File: config.mk
export PLATFORM = sky130hd
export DESIGN_NAME = regfile_mp
export DESIGN_NICKNAME = d
export VERILOG_FILES = /design/src/rtl/regfile_mp.sv
export SDC_FILE = /design/constraint.sdc
export NUM_CORES = 1
export LEC_CHECK = 0
export CAP_MARGIN = 20
export CORE_MARGIN = 2
export CORE_UTILIZATION = 40
export DETAILED_ROUTE_END_ITERATION = 16
export PLACE_DENSITY = 0.65
export SLEW_MARGIN = 10
export SYNTH_ARGS = -nofsm -noshare
export SYNTH_HDL_FRONTEND = slang
export SYNTH_SLANG_ARGS = --single-unit
File: constraint.sdc
create_clock -name clk -period 9.8 [get_ports clk]
set_input_delay 0.98 -clock clk [delete_from_list [all_inputs] [get_ports clk]]
set_output_delay 0.98 -clock clk [all_outputs]
set_load 0.005 [all_outputs]
File: src/rtl/regfile_mp.sv
// Purpose: parametrised multi-port integer register file with zero register, write bypass and post-reset clear sweep.
// Latency: read address in cycle t -> rd_data valid after edge t+1; writes land at the edge they are presented.
// Backpressure: rd_stall freezes all rd_data outputs (writes still complete); ready=0 while the clear sweep runs.
module regfile_mp #(
    parameter int XLEN     = 32,
    parameter int NREGS    = 32,
    parameter int AW       = $clog2(NREGS),
    parameter int NUM_RD   = 2,
    parameter int ZERO_REG = 1,
    parameter int BYPASS   = 1
) (
    input  logic                     clk,
    input  logic                     rst,
    input  logic [NUM_RD*AW-1:0]     rd_addr,
    input  logic                     rd_stall,
    output logic [NUM_RD*XLEN-1:0]   rd_data,
    input  logic                     wr_en,
    input  logic [AW-1:0]            wr_addr,
    input  logic [XLEN-1:0]          wr_data,
    output logic                     ready
);

    localparam logic ST_CLEAR = 1'b0;
    localparam logic ST_RUN   = 1'b1;

    localparam logic [AW-1:0] LAST_REG = AW'(NREGS - 1);

    logic            state;
    logic [AW-1:0]   clr_cnt;
    logic [XLEN-1:0] mem [NREGS];
    logic [XLEN-1:0] rd_q [NUM_RD];

    // A write to x0 is discarded when register 0 is hardwired to zero.
    logic wr_drop;
    logic wr_fire;

    always_comb begin
        wr_drop = (ZERO_REG != 0) && (wr_addr == '0);
        wr_fire = (state == ST_RUN) && wr_en && !wr_drop;
    end

    // The array is usable exactly when the sweep has finished.
    assign ready = (state == ST_RUN);

    // Sweep FSM: CLEAR zeroes one register per edge, then RUN until the next reset.
    always_ff @(posedge clk) begin
        if (rst) begin
            state   <= ST_CLEAR;
            clr_cnt <= '0;
        end else if (state == ST_CLEAR) begin
            clr_cnt <= clr_cnt + AW'(1);
            if (clr_cnt == LAST_REG) begin
                state <= ST_RUN;
            end
        end
    end

    // Array write port: the sweep owns it during CLEAR, writeback owns it during RUN.
    always_ff @(posedge clk) begin
        if (!rst) begin
            if (state == ST_CLEAR) begin
                mem[clr_cnt] <= '0;
            end else if (wr_fire) begin
                mem[wr_addr] <= wr_data;
            end
        end
    end

    // Registered read ports: zero during reset/CLEAR, held on stall, otherwise
    // zero-reg, then bypass, then the pre-write array contents.
    always_ff @(posedge clk) begin
        for (int k = 0; k < NUM_RD; k++) begin
            if (rst || (state == ST_CLEAR)) begin
                rd_q[k] <= '0;
            end else if (!rd_stall) begin
                if ((ZERO_REG != 0) && (rd_addr[k*AW +: AW] == '0)) begin
                    rd_q[k] <= '0;
                end else if ((BYPASS != 0) && wr_fire && (wr_addr == rd_addr[k*AW +: AW])) begin
                    rd_q[k] <= wr_data;
                end else begin
                    rd_q[k] <= mem[rd_addr[k*AW +: AW]];
                end
            end
        end
    end

    // Pack per-port read registers onto the flat output bus.
    always_comb begin
        rd_data = '0;
        for (int k = 0; k < NUM_RD; k++) begin
            rd_data[k*XLEN +: XLEN] = rd_q[k];
        end
    end

endmodule

After elaboration in Yosys (flattened, before gate mapping)
Memories as Yosys holds them, arrays and structs flattened.
Cells that the tools add are included.
- flip-flop bits (word level): 6
- memory bits (writable): 1088
- output and inout bits: 65
- word-level logic and storage cells: 73
- memories: 2
- $add $sub $neg: 1
- equal/unequal tests: 3
- muxes and demuxes: 48
- bitwise logic cells: 7
- reductions and logical operators: 10
- memory list (name ; depth ; bits a word ; read ports ; clocked after Yosys merged registers in ; write ports ; line ; source):
    mem ; 32 ; 32 ; 2 ; 0 ; 1 ; 30 ; logic [XLEN-1:0] mem [NREGS];
    rd_q ; 2 ; 32 ; 2 ; 0 ; 2 ; 31 ; logic [XLEN-1:0] rd_q [NUM_RD];
- operator list (kind ; number):
    32-bit two-way mux ; 7
    1-bit two-way mux ; 40
    32-bit OR reduction ; 1
    5-bit zero test ; 3
    5-bit equality test ; 2
    1-bit bitwise OR ; 6
    5-bit by 1-bit adder with 5-bit output, second input constant ; 1
    5-bit equality test, second input constant ; 1
    5-bit two-way mux ; 1
    1-bit logical AND ; 4
    1-bit zero test ; 1
    1-bit logical OR ; 1
    1-bit inverter ; 1

Longest topological paths before layout
- word-level depth: 11
- mapped depth: 9

Worst setup path before layout
OpenSTA, ideal clock, no wires.
- path type: in2reg
- start point: input port wr_addr[2]
- end point: memory mem[20][0] (enable)
- setup time: 0.421 ns
- data arrival time: 3.799 ns
- slack: 5.580 ns
- stages: 7
- buffers on the path: 2
- cells stage by stage: buf_6 > or4_4 > o2111a_1 > buf_2 > mux2i_1 > nand2_1 > nor2_1
- longest elaborated chain between the ends: 9
- elaborated cells on any way between the ends: 10
- classes of those cells: mux (6); reduce/logical (4)
- ends and longest elaborated chain (what ; line ; source):
    from (decl) ; 18 ; input logic [AW-1:0] wr_addr,
    5-bit zero test ; 38 ; wr_drop = (ZERO_REG != 0) && (wr_addr == '0);
    1-bit zero test ; 39 ; wr_fire = (state == ST_RUN) && wr_en && !wr_drop;
    1-bit logical AND ; 39 ;
    1-bit two-way mux ; 63 ; end else if (wr_fire) begin
    1-bit two-way mux ; 61 ; if (state == ST_CLEAR) begin
    1-bit two-way mux ; 60 ; if (!rst) begin
    1-bit two-way mux (not written as such) ; 64 ; mem[wr_addr] <= wr_data;
    32-bit OR reduction (no source line) ; - ;
    5-bit two-way mux (no source line) or 1-bit two-way mux (tied branches) ; - ;
    to (decl) ; 30 ;
Several ways; a longest one is shown, not always the timed one.

==> metrics.md <==
| Metric | Value |
|---|---|
| Ports | 116 |
| Post-route insts no fill | 4500 |
| Clock sinks | approximately 1100 |
| Max-cap viol count | 0 |
| Util after Layout | 45.69% |
| Largest family of logic cells by synthesized area | multiplexers |
| Nets@finish | about 2800 |
| Max layer used | met5 |
| Post-Synth Adder-Cell Area | less than 1% |
| Final period util | 44.25% |
| First-pass GRT wire length | around 230000 um |
| Mapped Nets | about 2700 |
| Die area | 129500 um^2 |
| Max rail drop VDD | approximately 0.13 mV |
| Crit end category | flip-flop |
| Area after DPL | 53840 um^2 |
| Sequential share of the synthesized area | 64.75% |
| Cells after DPL | 4294 |
| Setup TNS | 0 ns |
| Yosys reg bits | 1094 |
| Std cell rows | 130 |
| Gpl congestion | roughly 0.92 |
| Global Route Usage Sum | 24.15% |
| Clock-pin slew on the worst setup and hold paths | about 0.070 ns |
| Slew of the pin with the lowest slew margin | 1.194 ns |
| # DRC | 0 |
| Pwr per Cell Area | 170.2 nW/um^2 |
| Setup violations, final | 0 |
| Footprint of the multi-input gates | 17070 um^2 |
| FMAX | 230.6 MHz |
| CP Class | in2reg |
| Syn Inst Count | 2667 |
| Total CTS buffers | 106 |
| Leak | 16.49 nW |
| Synth Area in XOR/XNOR | less than 1% |
| Met2 WL | between 70000 and 80000 um |
| Synth top area cells | edfxtp_1 (65%), mux4_2 (17%), mux2i_1 (5.3%) |
| Synth cell types | 50 |
| Port Buffer Count | 115 |
| Vias | 29890 |
| Final Power | 9.766 mW |
| CTS root buf | clkbuf_16 |
| Synth top area share | 64.51% |
| WHS | 0.5933 ns |
| Initial antenna violation count | 4 |
| Register area | 32790 um^2 |
| Post-Route WL | between 150000 and 200000 um |
| Slew Limit Headroom | 20.14% |
| Critical path peak fanout | 73 |
| Met3 WL | 17460 um |
| Tmin final | 4.336 ns |
| R2R setup slack | about 6 ns |
| Fin area | 57380 um^2 |
| Synthesized area | between 50000 and 60000 um^2 |
| Core area | roughly 130000 um^2 |
| Die height | 359.8 um |
| Share of layout cells above drive strength 1 | 29.56% |
| GR Overflow Total | 0 |
| Initial core utilization | 40.33% |
| Area leader, netlist | edfxtp_1 |
| Simple-gate area share of the yosys netlist | 1.722% |
| Layout area overhead | 13.29% |
| Status | finished, final reports clean |
| Worst skew pair latency | 0.70 ns |
| HPWL after DPL | between 90000 and 100000 um |
| Number of synthesized flops with an enable pin | 1088 |
| Avg WL per Cell | 35.17 um |
| Largest net degree at the start of global routing | 94 |
| Via density | 6.643 |
| WP data required | 10.35 ns |
| Worst min-delay path category | reg2reg |
| RSZ-0062 raised after global routing | no |
| Detailed Route Iter0 Violations | 4274 |
| M1 wire length | 58530 um |
| Post-CTS Setup Bufs | 0 |
| Mux contribution to synthesized area | 25.17% |
| Endpoints failing hold | 0 |
| # H-tree levels | 3 |
| Skew final | 0.02194 ns |
| Final ANT Viol Nets | 0 |
| DR pass1 iterations | 6 |
| Vias in the first global route | ~30000 |
| CTS tree | yes |
| Worst setup margin | 5.464 ns |
| Fill cells | 10400 |
| FFs w/ async S/R, synth | 0% |
| Most used DFF post-synth | edfxtp_1 |
| Critical Path AT | approximately 4.9 ns |
| # hold bufs at CTS | 0 |
| Chip width | 359.8 um |
| Synth Area in Compound Gates | 5.907% |
| Post-place setup slack | 4.976 ns |
| Yosys warning total | 0 |
| CTS max path bufs | 3 |
| CTS resizes | 0 |
| Setup crit start kind | input pin |
| Final Slew Violations | 0 |
| Avg Cell Area, Syn | 18.99 um^2 |
-- per-layer routing --
layer / global-route usage (%) / vias up
li1: - / 11700
met1: 31.83 / 15900
met2: 38.14 / 1958
met3: 5.466 / 331
met4: 11.30 / 4
met5: 0 / -
-- layout by cell type (no fill, tap or decap), types with 12 or more instances in the layout --
cell | Yosys | final
a21oi_1 | 31 | 31
a221oi_1 | 94 | 94
a22o_1 | 23 | 23
and2_1 | 32 | 22
buf_4 | 25 | 85
buf_8 | 0 | 12
clkbuf_1 | 108 | 13
clkbuf_16 | 0 | 108
clkdlybuf4s50_1 | 0 | 105
clkinv_1 | 0 | 23
clkinv_2 | 0 | 26
edfxtp_1 | 1088 | 1088
mux2_2 | 116 | 116
mux2i_1 | 270 | 270
mux4_2 | 388 | 388
nand2_1 | 75 | 75
nor2_1 | 47 | 12
nor2_4 | 0 | 34
o21ai_0 | 12 | 12
o221ai_1 | 114 | 114
o31ai_1 | 22 | 22
-- synth_stat cells, drive strengths merged, types with 2 or more instances --
master	count
mux2i	270
nor2b	3
o31ai	32
nand2	75
buf	118
o21ai	12
o2bb2ai	9
a211oi	11
or4	2
or3b	2
xnor2	9
nor3	2
nor4b	2
nor2	47
nand3b	2
mux2	116
mux4	388
a32oi	2
o211ai	12
nor3b	2
and2	32
xor2	4
a221oi	94
edfxtp	1088
dfxtp	6
nor4	2
a21oi	31
o221ai	114
nand2b	5
a211o	9
ha	2
inv	7
a31oi	13
clkbuf	109
a22o	23
nand3	6
-- worst max-delay path, stage by stage --
cell,delay [ns]
buf_4,0.28
buf_12,0.32
nand3b_1,1.00
buf_4,0.69
o221ai_1,0.26
a31oi_1,0.06
a211oi_1,0.85
a22o_1,0.26
-- kinds of logic after synthesis --
logic type / Yosys count
buffers and inverters: 234
adder cells (fa/ha/maj): 2
XOR/XNOR: 13
AND/OR/NAND/NOR: 185
multiplexers: 774
AO/OA/AOI/OAI: 365
flip-flops: 1094
-- flip-flops by register name, indices dropped and copies added (netlist names) --
name / count
ready: 1
mem: 1024
clr_cnt: 5
rd_q: 64
-- worst paths after layout --
| kind | start | end | cells past startpoint |
|---|---|---|---|
| min | clr_cnt[3]$_SDFFE_PP0N_ | clr_cnt[3]$_SDFFE_PP0N_ | 2 |
| max | rd_addr[3] | rd_q[0][26]$_DFFE_PP_ | 8 |
| max reg2reg | ready$_SDFF_PP0_ | mem[2][18]$_DFFE_PP_ | 6 |
| min reg2reg | clr_cnt[3]$_SDFFE_PP0N_ | clr_cnt[3]$_SDFFE_PP0N_ | 2 |
-- power breakdown --
group	switching (mW)	internal, mW	leakage (nW)
logic	0.371	0.239	6.06
clock network	1.79	2.26	1.66
registers	0.0144	5.10	8.77
total	2.17	7.60	16.5
-- cell type report --
type	count	share of cell area, %
antenna	2	0.008723
clock buffer	121	4.795
clock inverter	75	1.123
inverter	7	0.04579
multi-input combinational	1339	29.75
sequential	1094	57.15
tap	1650	3.598
timing repair buffer	212	3.524
Note: power is estimated with default switching activity, not from simulation.
